$ cat config.mk
export PLATFORM = sky130hd
export DESIGN_NAME = regfile_wb_scheduler
export DESIGN_NICKNAME = d
export VERILOG_FILES = /design/src/rtl/regfile_wb_scheduler.sv
export SDC_FILE = /design/constraint.sdc
export NUM_CORES = 1
export LEC_CHECK = 0
export CAP_MARGIN = 40
export CORE_ASPECT_RATIO = 1.75
export CORE_UTILIZATION = 43
export CTS_CLUSTER_DIAMETER = 150
export DETAILED_ROUTE_END_ITERATION = 10
export PLACE_DENSITY = 0.87
export SYNTH_ARGS = -nofsm -noshare
export SYNTH_HDL_FRONTEND = slang
export SYNTH_SLANG_ARGS = --single-unit
$ cat constraint.sdc
create_clock -name Clock -period 8.3 [get_ports Clock]
set_input_delay 0.83 -clock Clock [delete_from_list [all_inputs] [get_ports Clock]]
set_output_delay 0.83 -clock Clock [all_outputs]
set_load 0.005 [all_outputs]
$ cat src/rtl/regfile_wb_scheduler.sv
// Register-file write-port scheduler: arbitrates pipeline writeback against long-latency unit results
// and keeps the LU destination busy scoreboard. Define WB_SKID_EN for a one-entry LU skid buffer.
module regfile_wb_scheduler #(
   parameter int MAX_LU_OUT   = 4,
   parameter int STARVE_LIMIT = 8
) (
   input  logic        Clock,
   input  logic        nReset,
   input  logic        flush,
   input  logic        dec_valid,
   input  logic [4:0]  dec_rs1,
   input  logic [4:0]  dec_rs2,
   input  logic [4:0]  dec_rd,
   input  logic        dec_wr,
   input  logic        dec_long,
   output logic        stall,
   output logic        lu_issue,
   input  logic        pwb_we,
   input  logic [4:0]  pwb_rd,
   input  logic [31:0] pwb_data,
   input  logic        lu_valid,
   input  logic [4:0]  lu_rd,
   input  logic [31:0] lu_data,
   output logic        lu_ready,
   output logic        Wreg,
   output logic [4:0]  rd,
   output logic [31:0] Wdata,
   output logic [31:0] busy,
   output logic [2:0]  lu_out,
   output logic        proto_err
);

   localparam int              SW         = $clog2(STARVE_LIMIT + 1);
   localparam logic [2:0]      MAX_OUT    = 3'(MAX_LU_OUT);
   localparam logic [SW-1:0]   STARVE_MAX = SW'(STARVE_LIMIT);

   logic [31:0]   busy_r;
   logic [2:0]    lu_out_r;
   logic [SW-1:0] starve_r;
   logic          proto_err_r;

   logic          hazard_s;
   logic          issue_s;
   logic          lu_ready_s;
   logic          lu_write_s;
   logic          starve_inc_s;
   logic [4:0]    lu_wr_rd_s;
   logic [31:0]   lu_wr_data_s;
   logic [31:0]   busy_nxt_s;

   // Decode hazard detection against registered scoreboard state
   always_comb begin
      hazard_s = 1'b0;
      if (dec_valid) begin
         hazard_s = busy_r[dec_rs1] | busy_r[dec_rs2]
                  | (dec_wr & busy_r[dec_rd])
                  | (dec_long & (lu_out_r == MAX_OUT))
                  | (starve_r == STARVE_MAX);
      end else begin
         hazard_s = 1'b0;
      end
   end

   assign issue_s = dec_valid & dec_long & ~hazard_s & ~flush;

`ifdef WB_SKID_EN
   logic          skid_full_r;
   logic [4:0]    skid_rd_r;
   logic [31:0]   skid_data_r;

   // LU acceptance and write source; a held skid entry always drains before a fresh LU result
   always_comb begin
      lu_ready_s   = lu_valid & ~skid_full_r & (lu_out_r != 3'd0);
      lu_write_s   = ~pwb_we & (skid_full_r | lu_ready_s);
      starve_inc_s = skid_full_r & ~lu_write_s;
      if (skid_full_r) begin
         lu_wr_rd_s   = skid_rd_r;
         lu_wr_data_s = skid_data_r;
      end else begin
         lu_wr_rd_s   = lu_rd;
         lu_wr_data_s = lu_data;
      end
   end

   // Skid buffer: captures an accepted result while PWB owns the port
   always_ff @(posedge Clock) begin
      if (!nReset) begin
         skid_full_r <= 1'b0;
         skid_rd_r   <= 5'd0;
         skid_data_r <= 32'd0;
      end else if (lu_ready_s && pwb_we) begin
         skid_full_r <= 1'b1;
         skid_rd_r   <= lu_rd;
         skid_data_r <= lu_data;
      end else if (lu_write_s && skid_full_r) begin
         skid_full_r <= 1'b0;
      end
   end
`else
   // LU acceptance and write source: the LU only wins when PWB is idle
   always_comb begin
      lu_ready_s   = lu_valid & ~pwb_we & (lu_out_r != 3'd0);
      lu_write_s   = lu_ready_s;
      starve_inc_s = lu_valid & ~lu_ready_s & (lu_out_r != 3'd0);
      lu_wr_rd_s   = lu_rd;
      lu_wr_data_s = lu_data;
   end
`endif

   // Write-port mux with fixed priority to pipeline writeback
   always_comb begin
      Wreg  = 1'b0;
      rd    = 5'd0;
      Wdata = 32'd0;
      if (pwb_we) begin
         Wreg  = 1'b1;
         rd    = pwb_rd;
         Wdata = pwb_data;
      end else if (lu_write_s) begin
         Wreg  = 1'b1;
         rd    = lu_wr_rd_s;
         Wdata = lu_wr_data_s;
      end else begin
         Wreg  = 1'b0;
      end
   end

   // Scoreboard update: clear on LU write, then set on issue so a same-register set wins
   always_comb begin
      busy_nxt_s = busy_r;
      if (lu_write_s) begin
         busy_nxt_s[lu_wr_rd_s] = 1'b0;
      end else begin
         busy_nxt_s = busy_r;
      end
      if (issue_s && dec_wr) begin
         busy_nxt_s[dec_rd] = 1'b1;
      end else begin
         busy_nxt_s[0] = 1'b0;
      end
      busy_nxt_s[0] = 1'b0;
   end

   // Scheduler state registers
   always_ff @(posedge Clock) begin
      if (!nReset) begin
         busy_r      <= 32'd0;
         lu_out_r    <= 3'd0;
         starve_r    <= '0;
         proto_err_r <= 1'b0;
      end else begin
         busy_r <= busy_nxt_s;
         case ({issue_s, lu_write_s})
            2'b10:   lu_out_r <= lu_out_r + 3'd1;
            2'b01:   lu_out_r <= lu_out_r - 3'd1;
            default: lu_out_r <= lu_out_r;
         endcase
         if (lu_write_s) begin
            starve_r <= '0;
         end else if (starve_inc_s && (starve_r != STARVE_MAX)) begin
            starve_r <= starve_r + SW'(1);
         end
         if (lu_valid && (lu_out_r == 3'd0)) begin
            proto_err_r <= 1'b1;
         end
      end
   end

   assign stall     = hazard_s & ~flush;
   assign lu_issue  = issue_s;
   assign lu_ready  = lu_ready_s;
   assign busy      = busy_r;
   assign lu_out    = lu_out_r;
   assign proto_err = proto_err_r;

endmodule

==> flow_summary.json, run 1 <==
{
  "placement_rows": 41,
  "mappedNetlistNets": 511,
  "synth_cells": 410,
  "end_kind": "output pin",
  "combinational_family_with_the_most_area_after_synthesis": "simple AND/OR/NAND/NOR gates",
  "tritoncts_clock_tree": "yes",
  "layout-area-overhead-vs-synth_pct": 58.1,
  "worst_ep_required_time_ns": 7.47,
  "finalHoldViolations": 0,
  "vias_per_cell": 6.23,
  "synth_area_per_cell_sq_um": 7.89,
  "clock-root-buffer": "sky130_fd_sc_hd__clkbuf_16",
  "timing.max_slew.rel_slack": 0.443,
  "drc_errors": 0,
  "synth_xor_area_frac": 0.0135,
  "post_route_cells_drive_above_1_share": 0.0747,
  "pin_count_of_the_biggest_net_entering_global_routing": 78,
  "ys_seq_elements": 39,
  "yosysUniqueCellTypes": 57,
  "layout.cells.most_common": "sky130_fd_sc_hd__clkdlybuf4s50_1",
  "power.static_leakage_nw": 1.74,
  "ant_nets": 0,
  "async_flop_share": 0,
  "total_power_w": 0.000582,
  "antenna_diode_count": 0,
  "dr_total_vias": 4038,
  "final_period_minus_worst_setup_slack_ns": 5.08,
  "maxCapViolations": 0,
  "p_per_area_nw_per_um2": 114,
  "cts_resized": 0,
  "post_cts_buffers": 0,
  "synth.cell_area_sq_um": 3230,
  "drtPass1Iterations": 5,
  "synthesized_area_fraction_occupied_by_and_or_nand_nor_cells": 0.251,
  "synth-adder-area-share": 0.0178,
  "synth-warning-count": 0,
  "core_region_area_sq_um": 7230,
  "grt_pass1_wl_um": 20700,
  "multi_input_comb_area_sq_um": 2260,
  "synth_edf_count": 0,
  "finalClockSkew_ns": 0.00621,
  "setup-tns-final_ns": 0,
  "yosysSeqAreaShare": 0.241,
  "post_cts_hold_buffer_count": 0,
  "place_congestion": 1.06,
  "ff_latch_area_sq_um": 781,
  "slew_violations": 0,
  "clk_pin_slew_ns": 0.05,
  "tritoncts.num_buffers": 5,
  "setup_violations": 0,
  "ios": 174,
  "dp_slack_ns": 3.24,
  "share_of_the_synthesized_area_in_compound_gates_ao_oa_aoi_oai": 0.242,
  "initial_utilization": 0.447,
  "timing.critical_path.from_type": "input port",
  "grt_setup_unrepaired": "no",
  "cts-root-to-sink-buffers": 2,
  "post_drt_wl_per_cell_um": 21.3,
  "run_status": "completed",
  "worstPathArrival_ns": 4.25,
  "commonest_cells_after_routing_fill_and_taps_aside": "171 x sky130_fd_sc_hd__clkdlybuf4s50_1, 97 x sky130_fd_sc_hd__nand2_1, 39 x sky130_fd_sc_hd__dfxtp_1",
  "placement.io_buffers": 172,
  "finish.net_count": 662,
  "muxShareOfSynthArea": 0.173,
  "postSynth.topFlopCell": "sky130_fd_sc_hd__dfxtp_1",
  "fp.dieH_um": 117,
  "drt_iter0_markers": 294,
  "vdd_drop_max_mv": 0.0944,
  "fp.dieArea_sq_um": 7890,
  "period_utilisation_layout": 0.612,
  "tightestPinTransition_ns": 0.832,
  "dp_hpwl_um": 10500,
  "global_route.usage.total": 0.368,
  "crit_path_max_fanout": 18,
  "fmax_ghz": 0.197,
  "hold_path_class": "reg -> reg",
  "clock-sinks": 39,
  "grt_antenna_before_repair": 0,
  "finalWorstSetupSlack_ns": 3.22,
  "worst-setup-path-type": "in -> out",
  "filler_cell_count": 604,
  "clkLatencyLatePin_ns": 0.29,
  "globalRouteOverflowTotal": 0,
  "grt_pass1_vias": 4029,
  "finalWirelength_um": 13800,
  "number_of_h_tree_branching_levels": 2,
  "die-width_um": 67.6
}
synthesized netlist by cell type (7+ instances only):
library cell                n  area share
sky130_fd_sc_hd__clkbuf_1  21       0.024
sky130_fd_sc_hd__mux4_2    11       0.077
sky130_fd_sc_hd__nand2b_1   8       0.015
sky130_fd_sc_hd__mux2i_1   11       0.034
sky130_fd_sc_hd__mux2_2    10       0.035
sky130_fd_sc_hd__inv_1      9       0.010
sky130_fd_sc_hd__o211ai_1  25       0.058
sky130_fd_sc_hd__o311ai_0   8       0.022
sky130_fd_sc_hd__nand2_1   97        0.11
sky130_fd_sc_hd__o21ai_0   38       0.059
sky130_fd_sc_hd__o21ai_1   31       0.048
sky130_fd_sc_hd__nor2_1    16       0.019
sky130_fd_sc_hd__nor2b_1    7       0.014
sky130_fd_sc_hd__dfxtp_1   39        0.24
state kept, by name (all words and copies together) (netlist names):
signal     cells
busy          31
proto_err      1
lu_out         3
starve_r       4
per-stage QoR:
step | hold slack, ns | utilization | area, sq um | std cells
floorplan | 0.480 | - | 3230 | 410
global placement | 0.491 | 0.681 | 4920 | 640
detailed placement | 0.496 | 0.681 | 4920 | 640
CTS | 0.513 | 0.707 | 5110 | 648
global route | 0.551 | 0.707 | 5110 | 648
finish | 0.518 | 0.707 | 5110 | 648
cell type report:
| class | count | share of cell area |
|---|---|---|
| Clock buffer | 6 | 0.0252 |
| Tap cell | 86 | 0.0210 |
| Timing Repair Buffer | 175 | 0.340 |
| Inverter | 9 | 0.00661 |
| Sequential cell | 39 | 0.153 |
| Multi-Input combinational cell | 331 | 0.442 |
| Clock inverter | 2 | 0.0117 |
final timing paths:
path	from	end	slack [ns]	cells past startpoint
hold / removal	proto_err	proto_err	0.52	2
hold reg to reg	proto_err	proto_err	0.52	2
setup reg to reg	busy[12]	lu_out[2]	4.88	12
setup / recovery	dec_rd[1]	lu_issue	3.22	8
per-layer routing:
layer / GRT usage / wire (um)
met4: 0.308 / 1130
met5: 0 / 0
met1: 0.362 / 4410
met2: 0.580 / 6480
met3: 0.157 / 1790
report_power, final:
group	leakage, nW	switching (W)	internal, W	total [W]
Clock	0.0911	0.0000764	0.000172	0.000249
Combinational	1.33	0.0000628	0.0000808	0.000144
Sequential	0.314	0.00000158	0.000188	0.000190
Total	1.74	0.000141	0.000442	0.000582
cells by family after synthesis:
group                    after synthesis
AO/OA/AOI/OAI                        123
multiplexers                          36
flip-flops                            39
other                                  1
adder cells (fa/ha/maj)                4
AND/OR/NAND/NOR                      162
XOR/XNOR                               5
buffers and inverters                 40
worst max-delay path, cell delays in order:
cell                              delay (ns)
sky130_fd_sc_hd__clkdlybuf4s50_1        1.01
sky130_fd_sc_hd__mux4_2                 0.59
sky130_fd_sc_hd__nand3_1                0.09
sky130_fd_sc_hd__o311ai_0               0.23
sky130_fd_sc_hd__a211oi_4               0.57
sky130_fd_sc_hd__nand2b_1               0.23
sky130_fd_sc_hd__and4_1                 0.19
sky130_fd_sc_hd__clkdlybuf4s50_1        0.50
(Power assumes the default switching activity.)
==> run 2, diff against run 1 <==
--- a/config.mk
+++ b/config.mk
@@ -7,10 +7,10 @@
 export LEC_CHECK = 0
 export CAP_MARGIN = 40
 export CORE_ASPECT_RATIO = 1.75
-export CORE_UTILIZATION = 43
+export CORE_UTILIZATION = 36
 export CTS_CLUSTER_DIAMETER = 150
 export DETAILED_ROUTE_END_ITERATION = 10
-export PLACE_DENSITY = 0.87
+export PLACE_DENSITY = 0.78
 export SYNTH_ARGS = -nofsm -noshare
 export SYNTH_HDL_FRONTEND = slang
 export SYNTH_SLANG_ARGS = --single-unit
==> constraint.sdc (replaced) <==
create_clock -name Clock -period 4.6 [get_ports Clock]
set_input_delay 0.46 -clock Clock [delete_from_list [all_inputs] [get_ports Clock]]
set_output_delay 0.46 -clock Clock [all_outputs]
set_load 0.005 [all_outputs]
==> run 2 against run 1 <==
Net effect: critical endpoint unchanged; critical path type unchanged; largest power group unchanged; register-to-register slack worse by 3.6 ns; non-clock buffer count up 5; design area up 1.2%; total power up 73%; via count down 3.6%; clock power up 63%; clock-buffer cell count down 1; first-iteration DRC count up 14%; critical path depth unchanged; sequential cell count unchanged.
==> flow_summary.json, run 2 (synthesis gave the netlist of run 1 again) <==
{
  "final_period_minus_worst_setup_slack_ns": 4.10,
  "tritoncts_clock_tree": "yes",
  "slew_violations": 0,
  "post_cts_buffers": 0,
  "placement.io_buffers": 172,
  "dp_hpwl_um": 10200,
  "finalWirelength_um": 13000,
  "holdCritStartpoint": "proto_err",
  "tritoncts.num_buffers": 5,
  "ant_nets": 0,
  "maxCapViolations": 0,
  "final_util": 0.596,
  "tightestPinTransition_ns": 0.653,
  "filler_cell_count": 769,
  "crit_path_max_incr_delay_ns": 0.78,
  "clk_pin_slew_ns": 0.06,
  "setup_violations": 0,
  "cts-root-to-sink-buffers": 2,
  "number_of_h_tree_branching_levels": 2,
  "layout-area-overhead-vs-synth_pct": 59.9,
  "finish.net_count": 667,
  "fp.dieH_um": 127,
  "placed_cells": 676,
  "grt_setup_unrepaired": "no",
  "cpLargestDelayFamily": "buffers and inverters",
  "vias_per_cell": 5.69,
  "instances_no_fill": 684,
  "worst_ep_required_time_ns": 4.14,
  "largest_register_ffs": 31,
  "post_route_cells_drive_above_1_share": 0.0847,
  "finalClockSkew_ns": 0.00856,
  "hold_path_class": "reg -> reg",
  "worstPathArrival_ns": 3.64,
  "reg2reg_depth": 12,
  "timing.max_slew.rel_slack": 0.561,
  "layout.cells.most_common": "sky130_fd_sc_hd__clkdlybuf4s50_1",
  "worstPathBufferInverterCount": 2,
  "reg2reg_slack_ns": 1.31,
  "global_route.usage.total": 0.281,
  "fp.dieArea_sq_um": 9380,
  "fmax_ghz": 0.244,
  "run_status": "completed",
  "regToRegEndpoint": "lu_out[2]",
  "globalRouteOverflowTotal": 0,
  "clkLatencyLatePin_ns": 0.29,
  "end_kind": "output pin",
  "core_region_area_sq_um": 8670,
  "total_power_w": 0.00101,
  "grt_pass1_vias": 3993,
  "whs_endpoint": "proto_err",
  "p_per_area_nw_per_um2": 195,
  "antenna_diode_count": 0,
  "place_congestion": 0.981,
  "drtPass1Iterations": 5,
  "finalHoldWorstSlack_ns": 0.522,
  "drt_iter0_markers": 335,
  "drc_errors": 0,
  "period_utilisation_layout": 0.891,
  "ios": 174,
  "initial_utilization": 0.373,
  "post_cts_hold_buffer_count": 0,
  "clock-sinks": 39,
  "worst-setup-path-type": "in -> out",
  "critPathSlowestCell": "sky130_fd_sc_hd__clkdlybuf4s50_1",
  "cts_resized": 0,
  "commonest_cells_after_routing_fill_and_taps_aside": "171 x sky130_fd_sc_hd__clkdlybuf4s50_1, 97 x sky130_fd_sc_hd__nand2_1, 39 x sky130_fd_sc_hd__dfxtp_1",
  "placement_rows": 45,
  "dr_total_vias": 3893,
  "pin_count_of_the_biggest_net_entering_global_routing": 47,
  "grt_pass1_wl_um": 20000,
  "timing.hold.worst_path_depth": 2,
  "cp_cell_sequence": "clkdlybuf4s50_1 -> mux4_2 -> mux4_2 -> nand2b_1 -> o211ai_2 -> and2_1 -> and4_1 -> clkdlybuf4s50_1",
  "setup-tns-final_ns": 0,
  "die-width_um": 73.7,
  "grt_antenna_before_repair": 0,
  "timing.critical_path.from_type": "input port",
  "crit_path_max_fanout": 9,
  "finalHoldViolations": 0,
  "vdd_drop_max_mv": 0.166,
  "clock-root-buffer": "sky130_fd_sc_hd__clkbuf_16",
  "power.static_leakage_nw": 1.75,
  "worst_r2r_startpoint": "busy[31]",
  "post_drt_wl_per_cell_um": 18.9
}
==> run 2: changes by cell type in the layout (fill, tap and decap cells not counted), sizes merged <==
| cell | delta |
|---|---|
| buf | +5 |
| bufinv | -1 |
| clkbuf | -1 |
| clkinvlp | +1 |
| inv | +1 |
==> run 2: routing by layer <==
metal | global-route usage | share of wire
met1 | 0.298 | 0.35
met2 | 0.496 | 0.52
met3 | 0.0489 | 0.077
met4 | 0.180 | 0.057
met5 | 0 | 0
==> run 2: area by class of cell <==
class | count | area [sq um] | share of cell area
well taps | 117 | 146 | 0.0283
multi-input cells | 331 | 2260 | 0.437
clock buffers | 5 | 125 | 0.0242
repair buffers | 180 | 1780 | 0.344
flip-flops and latches | 39 | 781 | 0.151
inverters | 9 | 33.8 | 0.00653
clock inverters | 3 | 46.3 | 0.00895
==> run 2: worst min-delay path, cell delays in order, from the launching register on <==
cell	delay, ns
sky130_fd_sc_hd__dfxtp_1	0.34
sky130_fd_sc_hd__a21oi_1	0.05
sky130_fd_sc_hd__nor2b_1	0.10
==> run 2: worst max path at each step <==
stage                from  slack (ns)        end  cells past startpoint
2_1_floorplan  dec_rs2[2]        1.38  lu_out[2]                     13
3_3_place_gp   dec_rs2[1]        0.48  lu_out[2]                     13
3_5_place_dp   dec_rs2[1]        0.36  lu_out[2]                     13
4_1_cts        dec_rs2[1]        0.49   lu_issue                      8
5_1_grt        dec_rs2[1]        0.31   lu_issue                      8
6_report       dec_rs2[1]        0.50   lu_issue                      8
==> run 2: through the flow <==
step / cell area [sq um] / setup slack (ns)
floorplan: 3230 / 1.38
finish: 5170 / 0.500
global placement: 5000 / 0.477
CTS: 5170 / 0.485
detailed placement: 5000 / 0.357
global route: 5170 / 0.315
==> run 2: power breakdown <==
group          switching, W  leakage (nW)  total (W)  internal, W
Clock              0.000148        0.0804   0.000405     0.000258
Combinational      0.000111          1.36   0.000259     0.000149
Sequential       0.00000269         0.314   0.000342     0.000340
Total              0.000261          1.75    0.00101     0.000746
